### src/rtl/uart_fifo_device_pkg.sv
// Shared definitions for the FIFO-buffered UART device:
// register map, parity codes, flag/error/config bit positions.
package uart_fifo_device_pkg;

    localparam logic [3:0] REG_ID     = 4'd0;
    localparam logic [3:0] REG_INFO   = 4'd1;
    localparam logic [3:0] REG_DIV    = 4'd2;
    localparam logic [3:0] REG_TXDATA = 4'd3;
    localparam logic [3:0] REG_RXDATA = 4'd4;
    localparam logic [3:0] REG_CONFIG = 4'd5;
    localparam logic [3:0] REG_ERR    = 4'd6;
    localparam logic [3:0] REG_COUNTS = 4'd7;

    localparam logic [1:0] PAR_NONE = 2'd0;
    localparam logic [1:0] PAR_EVEN = 2'd1;
    localparam logic [1:0] PAR_ODD  = 2'd2;

    localparam int FLAG_TX_NOT_FULL  = 0;
    localparam int FLAG_RX_NOT_EMPTY = 1;
    localparam int FLAG_TX_BUSY      = 2;
    localparam int FLAG_ERROR        = 3;

    localparam int ERR_TX_OVF = 0;
    localparam int ERR_RX_OVR = 1;
    localparam int ERR_PARITY = 2;
    localparam int ERR_FRAME  = 3;

    localparam int CFG_TWO_STOP = 2;
    localparam int CFG_IRQ_RX   = 3;
    localparam int CFG_IRQ_TX   = 4;
    localparam int CFG_IRQ_ERR  = 5;

    localparam logic [3:0] GENERATION = 4'h2;

    typedef enum logic [2:0] {
        TX_IDLE,
        TX_START,
        TX_DATA,
        TX_PARITY,
        TX_STOP1,
        TX_STOP2
    } tx_state_t;

    typedef enum logic [2:0] {
        RX_IDLE,
        RX_START,
        RX_DATA,
        RX_PARITY,
        RX_STOP,
        RX_WAIT_HIGH
    } rx_state_t;

    function automatic logic parity_on(input logic [1:0] mode);
        return (mode == PAR_EVEN) || (mode == PAR_ODD);
    endfunction

    // Bit that makes the frame's total count of ones even/odd.
    function automatic logic parity_bit(input logic [1:0] mode,
                                        input logic [7:0] d);
        return (mode == PAR_ODD) ? ~^d : ^d;
    endfunction

endpackage

### src/rtl/uart_fifo_device_sync_fifo.sv
// Synchronous FIFO with occupancy count; full pushes and
// empty pops are ignored. DEPTH must be a power of 2 (2..256).
module uart_sync_fifo #(
    parameter int WIDTH = 8,
    parameter int DEPTH = 16
) (
    input  logic             clock,
    input  logic             reset,
    input  logic             push,
    input  logic [WIDTH-1:0] push_data,
    input  logic             pop,
    output logic [WIDTH-1:0] head,
    output logic             full,
    output logic             empty,
    output logic [8:0]       count
);

    localparam int AW = $clog2(DEPTH);
    localparam logic [8:0] DEPTH_C = 9'(DEPTH);

    logic [WIDTH-1:0] mem [DEPTH];
    logic [AW-1:0]    wr_ptr;
    logic [AW-1:0]    rd_ptr;
    logic             do_push;
    logic             do_pop;

    assign full    = (count == DEPTH_C);
    assign empty   = (count == 9'd0);
    assign do_push = push & ~full;
    assign do_pop  = pop & ~empty;
    assign head    = mem[rd_ptr];

    // Storage array, written only on an accepted push.
    always_ff @(posedge clock) begin
        if (do_push) begin
            mem[wr_ptr] <= push_data;
        end
    end

    // Pointers wrap naturally; count moves by push minus pop.
    always_ff @(posedge clock) begin
        if (reset) begin
            wr_ptr <= '0;
            rd_ptr <= '0;
            count  <= 9'd0;
        end else begin
            if (do_push) begin
                wr_ptr <= wr_ptr + 1'b1;
            end
            if (do_pop) begin
                rd_ptr <= rd_ptr + 1'b1;
            end
            count <= count + {8'd0, do_push} - {8'd0, do_pop};
        end
    end

endmodule

### src/rtl/uart_fifo_device.sv
// Memory-mapped UART with TX/RX FIFOs, runtime parity and
// stop-bit config, sticky W1C errors and a registered irq.
module uart_fifo_device
    import uart_fifo_device_pkg::*;
#(
    parameter logic [15:0] DEVICE_ID       = 16'h0,
    parameter logic [7:0]  DEVICE_TYPE     = 8'h4,
    parameter int          TX_DEPTH        = 16,
    parameter int          RX_DEPTH        = 16,
    parameter logic [15:0] DEFAULT_DIVIDER = 16'h446
) (
    input  logic        clock,
    input  logic        reset,
    input  logic        write_enable,
    input  logic        control,
    input  logic [7:0]  address,
    input  logic [15:0] data_in,
    input  logic        rx,
    output logic [15:0] data_out,
    output logic        tx,
    output logic        irq
);

    logic [3:0]  addr;
    logic        reg_wr;
    logic        wr_div;
    logic        wr_tx;
    logic        wr_rxpop;
    logic        wr_cfg;
    logic        wr_err;

    logic [15:0] divider;
    logic [5:0]  cfg;
    logic [3:0]  err;
    logic [3:0]  err_set;
    logic [3:0]  err_clr;

    logic [7:0]  tx_head;
    logic        tx_full;
    logic        tx_empty;
    logic [8:0]  tx_count;
    logic        tx_pop;

    logic        rx_push;
    logic [9:0]  rx_push_data;
    logic [9:0]  rx_head;
    logic        rx_full;
    logic        rx_empty;
    logic [8:0]  rx_count;

    tx_state_t   tx_state;
    tx_state_t   tx_state_n;
    logic [15:0] tx_cnt;
    logic [15:0] tx_cnt_n;
    logic [2:0]  tx_bit;
    logic [2:0]  tx_bit_n;
    logic [7:0]  tx_sh;
    logic [7:0]  tx_sh_n;
    logic [15:0] tx_div;
    logic [15:0] tx_div_n;
    logic [1:0]  tx_mode;
    logic [1:0]  tx_mode_n;
    logic        tx_two;
    logic        tx_two_n;
    logic        tx_tick;
    logic        tx_load;
    logic        tx_line_n;
    logic        tx_q;
    logic        tx_busy;

    logic [1:0]  rx_sync;
    logic        rx_s;
    rx_state_t   rx_state;
    rx_state_t   rx_state_n;
    logic [15:0] rx_cnt;
    logic [15:0] rx_cnt_n;
    logic [2:0]  rx_bit;
    logic [2:0]  rx_bit_n;
    logic [7:0]  rx_sh;
    logic [7:0]  rx_sh_n;
    logic [15:0] rx_div;
    logic [15:0] rx_div_n;
    logic [1:0]  rx_mode;
    logic [1:0]  rx_mode_n;
    logic        rx_perr;
    logic        rx_perr_n;
    logic        rx_tick;
    logic        rx_half_tick;

    logic        irq_n;
    logic        unused_bits;

    assign addr     = address[3:0];
    assign reg_wr   = control & write_enable;
    assign wr_div   = reg_wr && (addr == REG_DIV);
    assign wr_tx    = reg_wr && (addr == REG_TXDATA);
    assign wr_rxpop = reg_wr && (addr == REG_RXDATA);
    assign wr_cfg   = reg_wr && (addr == REG_CONFIG);
    assign wr_err   = reg_wr && (addr == REG_ERR);

    assign unused_bits = ^{address[7:4], tx_count[8], rx_count[8]};

    uart_sync_fifo #(
        .WIDTH(8),
        .DEPTH(TX_DEPTH)
    ) u_tx_fifo (
        .clock    (clock),
        .reset    (reset),
        .push     (wr_tx),
        .push_data(data_in[7:0]),
        .pop      (tx_pop),
        .head     (tx_head),
        .full     (tx_full),
        .empty    (tx_empty),
        .count    (tx_count)
    );

    uart_sync_fifo #(
        .WIDTH(10),
        .DEPTH(RX_DEPTH)
    ) u_rx_fifo (
        .clock    (clock),
        .reset    (reset),
        .push     (rx_push),
        .push_data(rx_push_data),
        .pop      (wr_rxpop),
        .head     (rx_head),
        .full     (rx_full),
        .empty    (rx_empty),
        .count    (rx_count)
    );

    assign err_set[ERR_TX_OVF] = wr_tx & tx_full;
    assign err_set[ERR_RX_OVR] = rx_push & rx_full;
    assign err_set[ERR_PARITY] = rx_push & rx_push_data[9];
    assign err_set[ERR_FRAME]  = rx_push & rx_push_data[8];
    assign err_clr = wr_err ? data_in[3:0] : 4'h0;

    // Software-visible registers; a set wins over a W1C clear.
    always_ff @(posedge clock) begin
        if (reset) begin
            divider <= DEFAULT_DIVIDER;
            cfg     <= 6'h0;
            err     <= 4'h0;
        end else begin
            if (wr_div) begin
                divider <= (data_in < 16'd2) ? 16'd2 : data_in;
            end
            if (wr_cfg) begin
                cfg <= data_in[5:0];
            end
            err <= (err & ~err_clr) | err_set;
        end
    end

    // TX state, frame settings and registered serial line.
    always_ff @(posedge clock) begin
        if (reset) begin
            tx_state <= TX_IDLE;
            tx_cnt   <= 16'd0;
            tx_bit   <= 3'd0;
            tx_sh    <= 8'h0;
            tx_div   <= DEFAULT_DIVIDER;
            tx_mode  <= PAR_NONE;
            tx_two   <= 1'b0;
            tx_q     <= 1'b1;
        end else begin
            tx_state <= tx_state_n;
            tx_cnt   <= tx_cnt_n;
            tx_bit   <= tx_bit_n;
            tx_sh    <= tx_sh_n;
            tx_div   <= tx_div_n;
            tx_mode  <= tx_mode_n;
            tx_two   <= tx_two_n;
            tx_q     <= tx_line_n;
        end
    end

    // TX next state; a new frame loads straight from the FIFO head.
    always_comb begin
        tx_state_n = tx_state;
        tx_cnt_n   = tx_cnt + 16'd1;
        tx_bit_n   = tx_bit;
        tx_sh_n    = tx_sh;
        tx_div_n   = tx_div;
        tx_mode_n  = tx_mode;
        tx_two_n   = tx_two;
        tx_load    = 1'b0;
        tx_pop     = 1'b0;
        tx_line_n  = 1'b1;
        tx_tick    = (tx_cnt == tx_div - 16'd1);
        unique case (tx_state)
            TX_IDLE: begin
                tx_cnt_n = 16'd0;
                tx_load  = ~tx_empty;
            end
            TX_START: begin
                if (tx_tick) begin
                    tx_state_n = TX_DATA;
                    tx_cnt_n   = 16'd0;
                    tx_bit_n   = 3'd0;
                end
            end
            TX_DATA: begin
                if (tx_tick) begin
                    tx_cnt_n = 16'd0;
                    tx_bit_n = tx_bit + 3'd1;
                    if (tx_bit == 3'd7) begin
                        tx_state_n = parity_on(tx_mode) ?
                                     TX_PARITY : TX_STOP1;
                    end
                end
            end
            TX_PARITY: begin
                if (tx_tick) begin
                    tx_state_n = TX_STOP1;
                    tx_cnt_n   = 16'd0;
                end
            end
            TX_STOP1: begin
                if (tx_tick) begin
                    tx_cnt_n = 16'd0;
                    if (tx_two) begin
                        tx_state_n = TX_STOP2;
                    end else begin
                        tx_state_n = TX_IDLE;
                        tx_load    = ~tx_empty;
                    end
                end
            end
            TX_STOP2: begin
                if (tx_tick) begin
                    tx_cnt_n   = 16'd0;
                    tx_state_n = TX_IDLE;
                    tx_load    = ~tx_empty;
                end
            end
            default: begin
                tx_state_n = TX_IDLE;
            end
        endcase
        if (tx_load) begin
            tx_pop     = 1'b1;
            tx_state_n = TX_START;
            tx_cnt_n   = 16'd0;
            tx_sh_n    = tx_head;
            tx_div_n   = divider;
            tx_mode_n  = cfg[1:0];
            tx_two_n   = cfg[CFG_TWO_STOP];
        end
        case (tx_state_n)
            TX_START:  tx_line_n = 1'b0;
            TX_DATA:   tx_line_n = tx_sh_n[tx_bit_n];
            TX_PARITY: tx_line_n = parity_bit(tx_mode_n, tx_sh_n);
            default:   tx_line_n = 1'b1;
        endcase
    end

    assign tx      = tx_q;
    assign tx_busy = ~tx_empty | (tx_state != TX_IDLE);

    // Two-flop synchronizer for the asynchronous rx line.
    always_ff @(posedge clock) begin
        if (reset) begin
            rx_sync <= 2'b11;
        end else begin
            rx_sync <= {rx_sync[0], rx};
        end
    end

    assign rx_s = rx_sync[1];

    // RX state and frame settings.
    always_ff @(posedge clock) begin
        if (reset) begin
            rx_state <= RX_IDLE;
            rx_cnt   <= 16'd0;
            rx_bit   <= 3'd0;
            rx_sh    <= 8'h0;
            rx_div   <= DEFAULT_DIVIDER;
            rx_mode  <= PAR_NONE;
            rx_perr  <= 1'b0;
        end else begin
            rx_state <= rx_state_n;
            rx_cnt   <= rx_cnt_n;
            rx_bit   <= rx_bit_n;
            rx_sh    <= rx_sh_n;
            rx_div   <= rx_div_n;
            rx_mode  <= rx_mode_n;
            rx_perr  <= rx_perr_n;
        end
    end

    // RX next state; the entry is pushed at the first stop sample.
    always_comb begin
        rx_state_n   = rx_state;
        rx_cnt_n     = rx_cnt + 16'd1;
        rx_bit_n     = rx_bit;
        rx_sh_n      = rx_sh;
        rx_div_n     = rx_div;
        rx_mode_n    = rx_mode;
        rx_perr_n    = rx_perr;
        rx_push      = 1'b0;
        rx_push_data = {rx_perr, ~rx_s, rx_sh};
        rx_tick      = (rx_cnt == rx_div - 16'd1);
        rx_half_tick = (rx_cnt == (rx_div >> 1) - 16'd1);
        unique case (rx_state)
            RX_IDLE: begin
                rx_cnt_n = 16'd0;
                if (!rx_s) begin
                    rx_state_n = RX_START;
                    rx_div_n   = divider;
                    rx_mode_n  = cfg[1:0];
                    rx_perr_n  = 1'b0;
                end
            end
            RX_START: begin
                if (rx_half_tick) begin
                    rx_cnt_n   = 16'd0;
                    rx_bit_n   = 3'd0;
                    rx_state_n = rx_s ? RX_IDLE : RX_DATA;
                end
            end
            RX_DATA: begin
                if (rx_tick) begin
                    rx_cnt_n = 16'd0;
                    rx_sh_n  = {rx_s, rx_sh[7:1]};
                    rx_bit_n = rx_bit + 3'd1;
                    if (rx_bit == 3'd7) begin
                        rx_state_n = parity_on(rx_mode) ?
                                     RX_PARITY : RX_STOP;
                    end
                end
            end
            RX_PARITY: begin
                if (rx_tick) begin
                    rx_cnt_n   = 16'd0;
                    rx_perr_n  = rx_s != parity_bit(rx_mode, rx_sh);
                    rx_state_n = RX_STOP;
                end
            end
            RX_STOP: begin
                if (rx_tick) begin
                    rx_cnt_n   = 16'd0;
                    rx_push    = 1'b1;
                    rx_state_n = rx_s ? RX_IDLE : RX_WAIT_HIGH;
                end
            end
            RX_WAIT_HIGH: begin
                rx_cnt_n = 16'd0;
                if (rx_s) begin
                    rx_state_n = RX_IDLE;
                end
            end
            default: begin
                rx_state_n = RX_IDLE;
            end
        endcase
    end

    assign irq_n = (cfg[CFG_IRQ_RX] & ~rx_empty)
                 | (cfg[CFG_IRQ_TX] & ~tx_busy)
                 | (cfg[CFG_IRQ_ERR] & (|err));

    // Interrupt is registered, so it trails its cause by a cycle.
    always_ff @(posedge clock) begin
        if (reset) begin
            irq <= 1'b0;
        end else begin
            irq <= irq_n;
        end
    end

    // Combinational register read mux.
    always_comb begin
        data_out = 16'h0;
        if (control) begin
            case (addr)
                REG_ID:     data_out = DEVICE_ID;
                REG_INFO:   data_out = {GENERATION, |err, tx_busy,
                                        ~rx_empty, ~tx_full,
                                        DEVICE_TYPE};
                REG_DIV:    data_out = divider;
                REG_TXDATA: data_out = {8'h0, tx_count[7:0]};
                REG_RXDATA: data_out = rx_empty ? 16'h0 :
                                       {6'h0, rx_head};
                REG_CONFIG: data_out = {10'h0, cfg};
                REG_ERR:    data_out = {12'h0, err};
                REG_COUNTS: data_out = {rx_count[7:0], tx_count[7:0]};
                default:    data_out = 16'h0;
            endcase
        end
    end

endmodule
### config.mk
export PLATFORM = sky130hd
export DESIGN_NAME = uart_fifo_device
export DESIGN_NICKNAME = d
export VERILOG_FILES = /design/src/rtl/uart_fifo_device_pkg.sv /design/src/rtl/uart_fifo_device_sync_fifo.sv /design/src/rtl/uart_fifo_device.sv
export SDC_FILE = /design/constraint.sdc
export NUM_CORES = 1
export LEC_CHECK = 0
export ABC_CLOCK_PERIOD_IN_PS = 6600
export CORE_ASPECT_RATIO = 1.25
export CORE_MARGIN = 3
export CORE_UTILIZATION = 49
export CTS_CLUSTER_SIZE = 14
export DETAILED_ROUTE_END_ITERATION = 6
export PLACE_DENSITY = 0.62
export SYNTH_ARGS = -nofsm -noshare
export SYNTH_HDL_FRONTEND = slang
export SYNTH_SLANG_ARGS = --single-unit
### constraint.sdc
create_clock -name clock -period 6.6 [get_ports clock]
set_clock_uncertainty 0.15 [all_clocks]
set_input_delay 0.99 -clock clock [delete_from_list [all_inputs] [get_ports clock]]
set_output_delay 0.99 -clock clock [all_outputs]
set_load 0.03 [all_outputs]
After elaboration in Yosys (flattened, before gate mapping):

Memories as Yosys holds them, arrays and structs flattened. A register that Yosys moved wholly into a read port is not among the register bits.
Cells that the tools add are included.

* bits of input ports: 29
* register bits: 162
* word-level logic and storage cells: 199
* memories kept: 2
* memory bits (writable): 288

Memory list
* u_rx_fifo.mem: depth 16, bits a word 10, read ports 1, clocked after memory_dff 1, wr ports 1, line uart_fifo_device_sync_fifo.sv:21 `logic [WIDTH-1:0] mem [DEPTH];`
* u_tx_fifo.mem: depth 16, bits a word 8, read ports 1, clocked after memory_dff 1, wr ports 1, line uart_fifo_device_sync_fifo.sv:21

* reduce and logical (&&, ||, !) cells: 28
* magnitude comparators: 2
* muxes and demuxes: 62
* eq/ne operators: 40
* add/subtract/negate cells: 15
* bitwise operators: 24

Operators with widths (count)
* $pmux 16 s7: 1
* $mux 16: 5
* $mux 3: 22
* $eq 16x16->1: 3
* $pmux 16 s3: 1
* $pmux 3 s6: 2
* $add 16x1->16 const B: 2
* $pmux 16 s2: 1
* $sub 16x1->16 const B: 2
* $mux 4: 5
* $add 9x1->9: 2
* $eq 3x2->1 const B: 6
* $eq 3x3->1 const B: 6
* $eq 9x5->1 const B: 2
* $logic_not 9->1: 2
* $sub 9x1->9: 2
* $add 4x1->4 const B: 4
* $eq 4x3->1 const B: 4
* $lt 16x2->1 const B: 1
* $reduce_xnor 8->1: 2
* $reduce_xor 8->1: 2
* $sub 15x1->16 const B: 1
* $mux 1: 15
* $ne 2x2->1 const B: 7
* 33 further kinds: 71

Logic depth before layout (Yosys ltp):

Gate-level depths: netlist of the first run.

* depth in word-level cells: 9
* mapped depth: 25
* gate-level depth less buffers: 22

Hierarchy:

From an unflattened synthesis of the first run, not the netlist that was laid out.

* cell total of the unflattened synthesis: 1737
* area total of the unflattened synthesis: 21079.0 µm²

Modules (own cells, without submodules)
* uart_fifo_device: cells each 966, area an instance 7494.7 µm², instances 1, seq. area each 2562.5 µm²
* uart_sync_fifo at u_rx_fifo: cells each 410, area an instance 7410.9 µm², instances 1, seq. area each 5225.0 µm²
* uart_sync_fifo at u_tx_fifo: cells each 361, area an instance 6173.4 µm², instances 1, seq. area each 4264.1 µm²

Least setup slack after synthesis of the first run:

OpenSTA, ideal clock, no wires.

* kind: flip-flop to flip-flop
* start point: register tx_div[3]
* end point: register u_tx_fifo.count[8]
* data required time: 6.380 ns
* buffers on the path: 5
* slack: 1.455 ns
* stages on the path, launching flop included: 26
* data arrival time: 4.925 ns
* clock period less this slack: 5.145 ns
* cells stage by stage: dfxtp_1 -> buf_6 -> or4_4 -> buf_6 -> or3_4 -> or4_4 -> a221oi_2 -> and4_1 -> buf_4 -> a21oi_1 -> buf_2 -> buf_1 -> nand2_1 -> nand2_1 -> ha_1 -> inv_1 -> fa_1 -> inv_1 -> a21oi_1 -> nor2_1 -> o21ai_0 -> a21oi_1 -> o21ai_0 -> a21oi_1 -> or3_1 -> a21oi_1

* longest elaborated chain between the ends: 7
* elaborated cells on any way between the ends: 8

Ends and longest elaborated chain
* from (decl): line uart_fifo_device.sv:59 `logic [15:0] tx_div;`
* from (signal assigned): line uart_fifo_device.sv:172 `tx_div <= tx_div_n;`
* $sub 16x1->16 (*): line uart_fifo_device.sv:191 `tx_tick = (tx_cnt == tx_div - 16'd1);`
* $eq 16x16->1 (*): line uart_fifo_device.sv:191
* $mux 1 (on tied branches): line uart_fifo_device.sv:232, uart_fifo_device.sv:221
* $pmux 1 s3 (*): line uart_fifo_device.sv:192 `unique case (tx_state)`
* $mux 1 (*): line uart_fifo_device.sv:242 `if (tx_load) begin`
* $and 1x1->1 (*): line uart_fifo_device_sync_fifo.sv:30 `assign do_pop = pop & ~empty;`
* $sub 9x1->9 (*): line uart_fifo_device_sync_fifo.sv:53 `count <= count + {8'd0, do_push} - {8'd0, do_pop};`
* to (signal assigned): line uart_fifo_device_sync_fifo.sv:53
* to (decl): line uart_fifo_device_sync_fifo.sv:15 `output logic [8:0] count`

Every way passes the cells marked *; elsewhere a longest branch is shown, timed or not.
A chain may end at the register's enable or synchronous reset.

Final worst setup path of the first run:

* start point: register rx_div[2]
* end point: register u_rx_fifo.count[8]

* longest elaborated chain between the ends: 7

Ends and longest elaborated chain
* from (decl): line uart_fifo_device.sv:81 `logic [15:0] rx_div;`
* from (signal assigned): line uart_fifo_device.sv:288 `rx_div <= rx_div_n;`
* $sub 16x1->16: line uart_fifo_device.sv:305 `rx_tick = (rx_cnt == rx_div - 16'd1);`
* $eq 16x16->1: line uart_fifo_device.sv:305
* $mux 1: line uart_fifo_device.sv:343 `if (rx_tick) begin`
* $mux 1: line uart_fifo_device.sv:307 `unique case (rx_state)`
* $and 1x1->1: line uart_fifo_device_sync_fifo.sv:29 `assign do_push = push & ~full;`
* $add 9x1->9: line uart_fifo_device_sync_fifo.sv:53
* $sub 9x1->9: line uart_fifo_device_sync_fifo.sv:53
* to (signal assigned): line uart_fifo_device_sync_fifo.sv:53
* to (decl): line uart_fifo_device_sync_fifo.sv:15

No other way between the ends.

==> flow_metrics.py, run 1 <==
metrics = {
    "clock_tree": {
        "cts_max_level": 2,
        "cts.sink_count": 458,
        "cts_made_buffers": 45,
        "cts_tree": "built",
        "cts_hold_buf": 0,
        "worstSkewPairLatency_ns": 0.58,
        "cts_resized": 0,
        "clk_path_buf_depth": 3,
        "post-cts-setup-buffer-count": 0,
        "root_buffer": "clkbuf_16",
        "clk_pin_slew_ns": 0.07,
    },
    "synthesis": {
        "synth.distinct_cells": 82,
        "synth_area_sq_um": 21280,
        "postSynthCellCount": 1790,
        "ys_warn_count": 0,
        "async_flop_share": 0,
        "synth-main-ff-cell": "edfxtp_1",
        "syn-num-nets": 1866,
        "synth_enable_flop_cells": 288,
        "synth.avg_cell_area_sq_um": 11.89,
        "synth_seq_cells": 458,
        "synth-seq-area-share": 0.5665,
    },
    "power_and_ir_drop": {
        "p_switching_mw": 1.787,
        "p_int_mw": 5.065,
        "peakVddDrop_mv": 0.2205,
        "pwr-share-clk": 0.374,
        "p_leak_nw": 7.865,
        "total_power_mw": 6.852,
        "power_density_nw_per_um2": 289.4,
        "p_comb_frac": 0.162,
        "p_sw_frac": 0.2608,
        "seq_power_share": 0.465,
    },
    "run_status": {
        "outcome": "complete, but fails checks",
        "violations": "design-rule violations",
    },
    "setup_path": {
        "worstPathCellList": "inv_1 > ha_1 > or3b_2 > nor3_1 > a21oi_1 > and4b_1 > o2111ai_1 > nor4_1 > and3_1 > ha_1 > fa_1 > a21oi_1 > o21bai_1 > a21oi_1 > o21bai_1 > a21oi_1 > nor2_1 > nor2_1 > xnor2_1 > nor2_1",
        "path_buf_inv": 1,
        "timing.critical_path.slowest_cell_delay_ns": 0.64,
        "critPathKind": "flop to flop",
        "crit_family": "simple AND/OR/NAND/NOR gates",
        "end_kind": "flop",
        "crit_path_start_kind": "flop",
        "cpMostUsedCell": "a21oi_1",
        "worst_path_max_delay_cell": "and3_1",
        "worstPathRequired_ns": 6.88,
        "worstPathArrival_ns": 5.74,
        "critPathMaxFanout": 18,
    },
    "global_routing": {
        "grt_pass1_vias": 13646,
        "antenna_found_initial": 1,
        "overflow": 0,
        "grtUsageTotal": 0.2148,
        "grt_max_degree": 90,
        "grt_pass1_wl_mm": 76.58,
    },
    "sta": {
        "setup_tns_ns": 0,
        "hold_viol_final": 0,
        "slew_headroom": 0.2164,
        "drv_slew": 0,
        "fmax_ghz": 0.1831,
        "worst_slew_pin_slew_ns": 1.173,
        "finalSetupViolCount": 0,
        "rsz0062_at_grt": "false",
        "fin_crit_ns": 5.462,
        "min_period_over_period": 0.8275,
    },
    "floorplan": {
        "coreArea_sq_um": 42460,
        "die_width_microns": 192.4,
        "fp.dieH_microns": 239.0,
        "io_pins": 47,
        "rows": 84,
        "dieArea_sq_um": 45970,
        "initial_core_util": 0.5011,
    },
    "final_layout": {
        "final_cell_area_sq_um": 23680,
        "nets": 1870,
        "layout_commonest_cell": "edfxtp_1",
        "final_core_util": 0.5576,
        "seqCellArea_sq_um": 12050,
        "layout_common_cells": "288 x edfxtp_1, 202 x nand2_1, 168 x dfxtp_1",
        "drive_gt1_frac": 0.1104,
        "area_delta_synth_final_pct": 11.28,
        "fill_cells": 3656,
        "multi_input_area_sq_um": 8593,
    },
    "detailed_routing": {
        "drcViolationCount": 4,
        "final_antenna_net_count": 0,
        "routed-via-count": 13788,
        "drt-initial-drc-count": 906,
        "wire_per_inst_microns": 20.41,
        "routed_wl_mm": 48.81,
        "first_pass_iters": 7,
        "via_per_inst": 5.767,
    },
    "min_path": {
        "hold_class": "flop to flop",
    },
    "place": {
        "place_area_sq_um": 22180,
        "dp_hpwl_mm": 33.41,
        "place.port_buffers": 42,
        "place_congestion": 0.8674,
    },
    "run": {
        "max_cap_violations": 0,
    },
}
-- cells in the mapped netlist, drive strengths merged (26+ instances only) --
master	instances	area, sq um
nor2b	26	162.7
ha	45	563.0
clkbuf	85	329.1
mux2i	40	400.4
xnor2	77	674.4
a22oi	29	217.7
nand3	41	205.2
edfxtp	288	8648
mux4	72	1622
inv	53	198.9
nand2	202	758.2
buf	28	132.6
a21oi	111	555.5
and3	32	200.2
xor2	56	490.5
dfxtp	170	3403
nor2	143	536.8
-- per-stage QoR --
step                      hold WS (ns)  instances  worst slack [ns]
after floorplan                 0.2395       1790             1.455
after global placement          0.2473       2306             1.217
after detailed placement        0.2488       2306             1.225
after CTS                       0.2681       2389             1.210
after global routing            0.2935       2389            0.5786
final                           0.2573       2391             1.138
-- sequential cells by signal (all words and copies together), names as in the netlist, 16 cells and up, named ones only --
name and flops:
u_tx_fifo.mem 128, rx_cnt 16, tx_cnt 16, tx_div 16, u_rx_fifo.mem 160, rx_div 16, divider 16
-- layer usage --
metal,vias up,track usage,part of all wire
li1,6588,-,-
met1,6819,0.2826,0.42
met2,305,0.3660,0.50
met3,76,0.02963,0.045
met4,0,0.07420,0.029
met5,-,0,0
-- worst reg2reg max path, cell delays in order, from the launching register on --
cell and delay, ns:
dfxtp_1 0.39, inv_1 0.15, ha_1 0.28, or3b_2 0.52, nor3_1 0.56, a21oi_1 0.14
and4b_1 0.30, o2111ai_1 0.24, nor4_1 0.38, and3_1 0.64, ha_1 0.32, fa_1 0.23
a21oi_1 0.08, o21bai_1 0.19, a21oi_1 0.10, o21bai_1 0.21, a21oi_1 0.11, nor2_1 0.09
nor2_1 0.05, xnor2_1 0.14, nor2_1 0.05
-- power by group through the flow --
stage | registers [mW] | clock network, mW | logic (mW)
floorplan | 3.21 | 0 | 0.871
global placement | 3.24 | 0 | 1.09
detailed placement | 3.24 | 0 | 1.11
CTS | 3.18 | 2.61 | 1.12
global route | 3.19 | 2.73 | 1.24
finish | 3.18 | 2.56 | 1.11
-- area by class of cell --
class	count	share of cell area
well taps	559	0.02954
repair buffers	70	0.02653
clock inverters	18	0.007663
diodes	2	0.0002114
clock buffers	65	0.05539
inverters	54	0.008561
flip-flops and latches	458	0.5091
multi-input cells	1165	0.3630
-- path summary, 6_finish.rpt --
| kind | from | to | slack [ns] | cells after the start |
|---|---|---|---|---|
| max | rx_div[2] | u_rx_fifo.count[8] | 1.14 | 20 |
| min | rx_sync[0] | rx_sync[1] | 0.26 | 1 |
| max reg2reg | rx_div[2] | u_rx_fifo.count[8] | 1.14 | 20 |
| min reg2reg | rx_sync[0] | rx_sync[1] | 0.26 | 1 |
-- kinds of logic (layout without fill, tap and decap cells) --
logic type / after synthesis / after routing / synth area share
other cells: 0 / 2 / 0
xor+xnor: 134 / 134 / 0.05581
fa+ha+maj: 47 / 47 / 0.02835
mux: 116 / 116 / 0.09715
flops: 458 / 458 / 0.5665
buf+inv: 167 / 207 / 0.03123
compound gates: 281 / 281 / 0.08751
simple gates: 587 / 587 / 0.1335
(Power assumes the default switching activity.)
==> run 2: changes to the inputs <==
- ABC_CLOCK_PERIOD_IN_PS: 6600 -> 5600
- clock period: 6.6 -> 5.6 ns (I/O delays scaled with it)
==> run 2 against run 1 <==
Compared with the run above:
- the run now ends clean
- design area up 0.54%
- non-clock buffer count increased by 8
- worst setup slack got worse by 0.74 ns
- first-iteration DRC count rose by 5.0%
- combinational power rose by 15%
- critical endpoint is now tx
- global-route usage is essentially flat
- total power grew 19%
- sequential power rose by 19%
- highest routed layer is now met5
- largest cell class unchanged
- sequential share of layout area decreased by 0.28 points
- critical path depth down 4
==> flow_metrics.py, run 2 (synthesized netlist as in run 1, its figures left out) <==
metrics = {
    "sta": {
        "finalSetupViolCount": 0,
        "drv_slew": 0,
        "min_period_over_period": 0.9283,
        "rsz0062_at_grt": "false",
        "fin_hold_ws_ns": 0.2571,
        "fin_crit_ns": 5.199,
        "hold_viol_final": 0,
        "slew_headroom": 0.2200,
        "fmax_ghz": 0.1924,
        "worst_slew_pin_slew_ns": 1.168,
        "setup_slack_ns": 0.4015,
        "setup_tns_ns": 0,
    },
    "floorplan": {
        "dieArea_sq_um": 45970,
        "initial_core_util": 0.5011,
        "io_pins": 47,
        "die_width_microns": 192.4,
        "rows": 84,
        "fp.dieH_microns": 239.0,
        "coreArea_sq_um": 42460,
    },
    "detailed_routing": {
        "routed-via-count": 13789,
        "routed_wl_mm": 49.27,
        "wire_per_inst_microns": 20.54,
        "first_pass_iters": 7,
        "final_antenna_net_count": 0,
        "drt-initial-drc-count": 951,
        "drcViolationCount": 0,
        "via_per_inst": 5.748,
    },
    "final_layout": {
        "nets": 1879,
        "final_core_util": 0.5606,
        "top_register": "u_rx_fifo.mem",
        "drive_gt1_frac": 0.1143,
        "area_delta_synth_final_pct": 11.89,
        "top_regs": "u_rx_fifo.mem x160, u_tx_fifo.mem x128",
        "largest_reg_flops": 160,
        "layout_common_cells": "288 x edfxtp_1, 202 x nand2_1, 168 x dfxtp_1",
        "layout_commonest_cell": "edfxtp_1",
    },
    "setup_path": {
        "worstPathArrival_ns": 5.48,
        "worstPathRequired_ns": 5.88,
        "crit_path_start_kind": "flop",
        "end_kind": "flop",
        "critPathKind": "flop to flop",
        "critPathMaxFanout": 9,
    },
    "clock_tree": {
        "clk_pin_slew_ns": 0.06,
        "cts_max_level": 2,
        "cts_made_buffers": 46,
        "cts_hold_buf": 0,
        "root_buffer": "clkbuf_16",
        "cts_tree": "built",
        "worstSkewPairLatency_ns": 0.58,
        "clk_path_buf_depth": 3,
        "cts.sink_count": 458,
    },
    "power_and_ir_drop": {
        "peakVddDrop_mv": 0.2578,
        "p_leak_nw": 7.943,
        "power_density_nw_per_um2": 341.9,
    },
    "place": {
        "place_congestion": 0.8632,
        "place.port_buffers": 42,
        "post-place-ws_ns": 0.3780,
        "dp_hpwl_mm": 33.88,
    },
    "run_status": {
        "outcome": "complete, no violations",
    },
    "global_routing": {
        "antenna_found_initial": 5,
        "grt_pass1_wl_mm": 76.40,
        "overflow": 0,
        "grt_pass1_vias": 13522,
        "grtUsageTotal": 0.2145,
        "grt_max_degree": 75,
    },
    "run": {
        "max_cap_violations": 0,
    },
    "min_path": {
        "hold_class": "flop to flop",
    },
}
[run 2: changes by cell type in the layout (fill, tap and decap cells not counted), sizes merged]
cell,previous run,this run
clkinvlp,3,0
clkinv,14,9
clkbuf,65,74
bufinv,2,1
buf,29,37
[run 2: final timing paths]
kind	slack, ns	from	cells past startpoint	to
setup / recovery	0.40	tx_div[3]	16	tx
hold / removal	0.26	rx_sync[0]	1	rx_sync[1]
setup reg to reg	0.40	tx_div[3]	16	tx
hold reg to reg	0.26	rx_sync[0]	1	rx_sync[1]
[run 2: per-stage QoR]
step	total power, mW	cell area [sq um]	cells
after floorplan	4.810	21280	1790
after global placement	5.112	22240	2314
after detailed placement	5.136	22240	2314
after CTS	8.218	23790	2397
after global routing	8.496	23800	2397
final	8.138	23800	2399
[run 2: layout make-up]
| type | count | area (sq um) |
|---|---|---|
| well taps | 559 | 699.4 |
| multi-input cells | 1165 | 8598 |
| diodes | 2 | 5.005 |
| clock buffers | 74 | 1433 |
| flip-flops and latches | 458 | 12050 |
| repair buffers | 78 | 688.2 |
| inverters | 54 | 202.7 |
| clock inverters | 9 | 123.9 |
| fillers | 3572 | 18660 |
[run 2: layer usage]
metal | vias up | wire length [microns] | GRT usage
li1 | 6587 | - | -
met1 | 6808 | 20640 | 0.2791
met2 | 301 | 24720 | 0.3679
met3 | 87 | 2550 | 0.03872
met4 | 6 | 1316 | 0.06250
met5 | - | 36 | 0
[run 2: repair_timing]
| item | CTS | global route |
|---|---|---|
| resized for setup | 0 | 1 |
| setup endpoints to repair | 0 | 2 |
| setup buffers | 0 | 0 |
[run 2: where the power goes]
group / total (mW) / internal [mW] / switching [mW] / leakage [nW]
Sequential: 3.78 / 3.65 / 0.127 / 4.01
Combinational: 1.28 / 0.590 / 0.691 / 3.17
Clock: 3.08 / 1.81 / 1.27 / 0.764
Total: 8.14 / 6.05 / 2.09 / 7.94
[run 2: worst max-delay path: stages, from the launching register on]
cell and delay, ns:
dfxtp_1 0.40, or4_4 0.65, or3_4 0.42, or4_4 0.54, a222oi_1 0.28, nand4_1 0.26
ha_1 0.36, nor3b_1 0.20, a31oi_1 0.06, o21ai_1 0.31, buf_4 0.24, mux2i_1 0.24
nand2_1 0.07, o21ai_0 0.15, nor4_1 0.08, a2111oi_0 0.49, o311ai_1 0.16
==> run 3: changes to the inputs <==
- CORE_MARGIN: 3 -> 2
- RECOVER_POWER: not set -> 50
==> run 3 against run 2 <==
Compared with the run above:
- first-iteration DRC count rose by 13%
- largest power group unchanged
- design area fell by 0.37%
- non-clock buffer count rose by 1
- sequential cell count did not move
- maximum frequency fell by 0.17%
- worst setup slack got worse by 0.0091 ns
- wire length rose by 0.17%
- critical path type unchanged
- global-route usage rose by 0.87 points
- sequential power barely moved
- register-to-register slack barely moved
- utilization fell by 0.86 points
==> flow_metrics.py, run 3 (synthesized netlist as in run 1, its figures left out) <==
metrics = {
    "sta": {
        "worst_slew_pin_slew_ns": 1.165,
        "finalSetupViolCount": 0,
        "min_period_over_period": 0.9299,
        "rsz0062_at_grt": "false",
        "hold_viol_final": 0,
        "fin_crit_ns": 5.208,
        "slew_headroom": 0.2216,
        "setup_tns_ns": 0,
        "fmax_ghz": 0.1920,
        "drv_slew": 0,
    },
    "setup_path": {
        "cpMostUsedCell": "or4_4",
        "critPathKind": "flop to flop",
        "crit_path_start_kind": "flop",
        "path_buf_inv": 1,
        "worst_path_max_delay_cell": "or4_4",
        "worstPathRequired_ns": 5.89,
        "timing.critical_path.slowest_cell_delay_ns": 0.64,
        "end_kind": "flop",
        "critPathMaxFanout": 9,
        "crit_family": "simple AND/OR/NAND/NOR gates",
        "worstPathArrival_ns": 5.49,
        "worstPathCellList": "or4_4 > or3_4 > or4_4 > a222oi_1 > nand4_1 > ha_1 > nor3b_1 > a31oi_1 > o21ai_1 > buf_4 > mux2i_1 > nand2_1 > o21ai_0 > nor4_1 > a2111oi_0 > o311ai_1",
    },
    "floorplan": {
        "initial_core_util": 0.4952,
        "die_width_microns": 190.4,
        "rows": 85,
        "dieArea_sq_um": 45110,
        "coreArea_sq_um": 42970,
        "fp.dieH_microns": 237.0,
        "io_pins": 47,
    },
    "clock_tree": {
        "cts.sink_count": 458,
        "cts_hold_buf": 0,
        "cts_resized": 0,
        "cts_made_buffers": 46,
        "post-cts-setup-buffer-count": 0,
        "clk_pin_slew_ns": 0.06,
        "cts_tree": "built",
        "clk_path_buf_depth": 3,
        "cts_max_level": 2,
        "root_buffer": "clkbuf_16",
        "worstSkewPairLatency_ns": 0.60,
    },
    "final_layout": {
        "layout_common_cells": "288 x edfxtp_1, 202 x nand2_1, 168 x dfxtp_1",
        "top_regs": "u_rx_fifo.mem x160, u_tx_fifo.mem x128",
        "final_cell_area_sq_um": 23720,
        "largest_reg_flops": 160,
        "nets": 1880,
        "area_delta_synth_final_pct": 11.47,
        "final_core_util": 0.5520,
        "layout_commonest_cell": "edfxtp_1",
        "top_register": "u_rx_fifo.mem",
        "drive_gt1_frac": 0.1059,
    },
    "detailed_routing": {
        "via_per_inst": 5.773,
        "routed-via-count": 13912,
        "wire_per_inst_microns": 20.48,
        "final_antenna_net_count": 0,
        "drt-initial-drc-count": 1076,
        "first_pass_iters": 5,
        "routed_wl_mm": 49.35,
        "drcViolationCount": 0,
    },
    "min_path": {
        "hold_class": "flop to flop",
    },
    "place": {
        "dp_hpwl_mm": 34.16,
        "place_congestion": 0.8784,
        "place_area_sq_um": 22250,
        "place.port_buffers": 42,
    },
    "global_routing": {
        "grtUsageTotal": 0.2232,
        "overflow": 0,
        "grt_max_degree": 73,
        "grt_pass1_vias": 13849,
        "grt_pass1_wl_mm": 77.27,
        "antenna_found_initial": 1,
    },
    "power_and_ir_drop": {
        "peakVddDrop_mv": 0.2663,
        "power_density_nw_per_um2": 342.2,
        "p_leak_nw": 7.864,
        "total_power_mw": 8.116,
    },
    "run_status": {
        "outcome": "complete, no violations",
    },
    "run": {
        "max_cap_violations": 0,
    },
}
-- run 3: cell count changes in the layout (fill, tap and decap cells not counted), moves of 4 or more --
cell,previous run,this run
clkbuf_1,12,29
clkdlybuf4s50_1,41,28
dlygate4sd3_1,0,13
buf_4,37,25
clkbuf_8,13,9
-- run 3: per-stage QoR --
stage,setup slack (ns),cells,hold slack [ns]
floorplan,0.4550,1790,0.2395
global route,0.05269,2407,0.2856
CTS,0.4731,2407,0.2752
global placement,0.5358,2321,0.2464
finish,0.3924,2410,0.2696
detailed placement,0.4825,2321,0.2583
-- run 3: worst register-to-register path, cell delays in order (launching register included) --
cell and delay [ns]:
dfxtp_1 0.40, or4_4 0.64, or3_4 0.42, or4_4 0.53, a222oi_1 0.29, nand4_1 0.25, ha_1 0.35, nor3b_1 0.20
a31oi_1 0.06, o21ai_1 0.32, buf_4 0.25, mux2i_1 0.27, nand2_1 0.07, o21ai_0 0.15, nor4_1 0.08, a2111oi_0 0.47
o311ai_1 0.17
-- run 3: final timing paths --
kind	from	end	slack, ns	cells after the start
hold / removal	rx_sync[0]	rx_sync[1]	0.27	1
setup / recovery	tx_div[3]	tx	0.39	16
setup reg to reg	tx_div[3]	tx	0.39	16
hold reg to reg	rx_sync[0]	rx_sync[1]	0.27	1
-- run 3: final cells by class --
cell class | count | area, sq um
multi-input cells | 1165 | 8586
well taps | 565 | 706.9
flip-flops and latches | 458 | 12050
clock buffers | 73 | 1368
inverters | 54 | 202.7
repair buffers | 79 | 646.9
fillers | 3708 | 19250
clock inverters | 13 | 145.1
diodes | 3 | 7.507
-- run 3: layer usage --
layer	vias to the layer above	track usage	part of all wire
li1	6613	-	-
met1	6914	0.2858	0.42
met2	298	0.3853	0.51
met3	87	0.03868	0.046
met4	0	0.06953	0.027
met5	-	0	0
-- run 3: report_power, final --
part           switching, mW  internal, mW  leakage, nW
Clock                   1.31          1.74        0.731
Combinational          0.669         0.588         3.12
Sequential             0.158          3.65         4.01
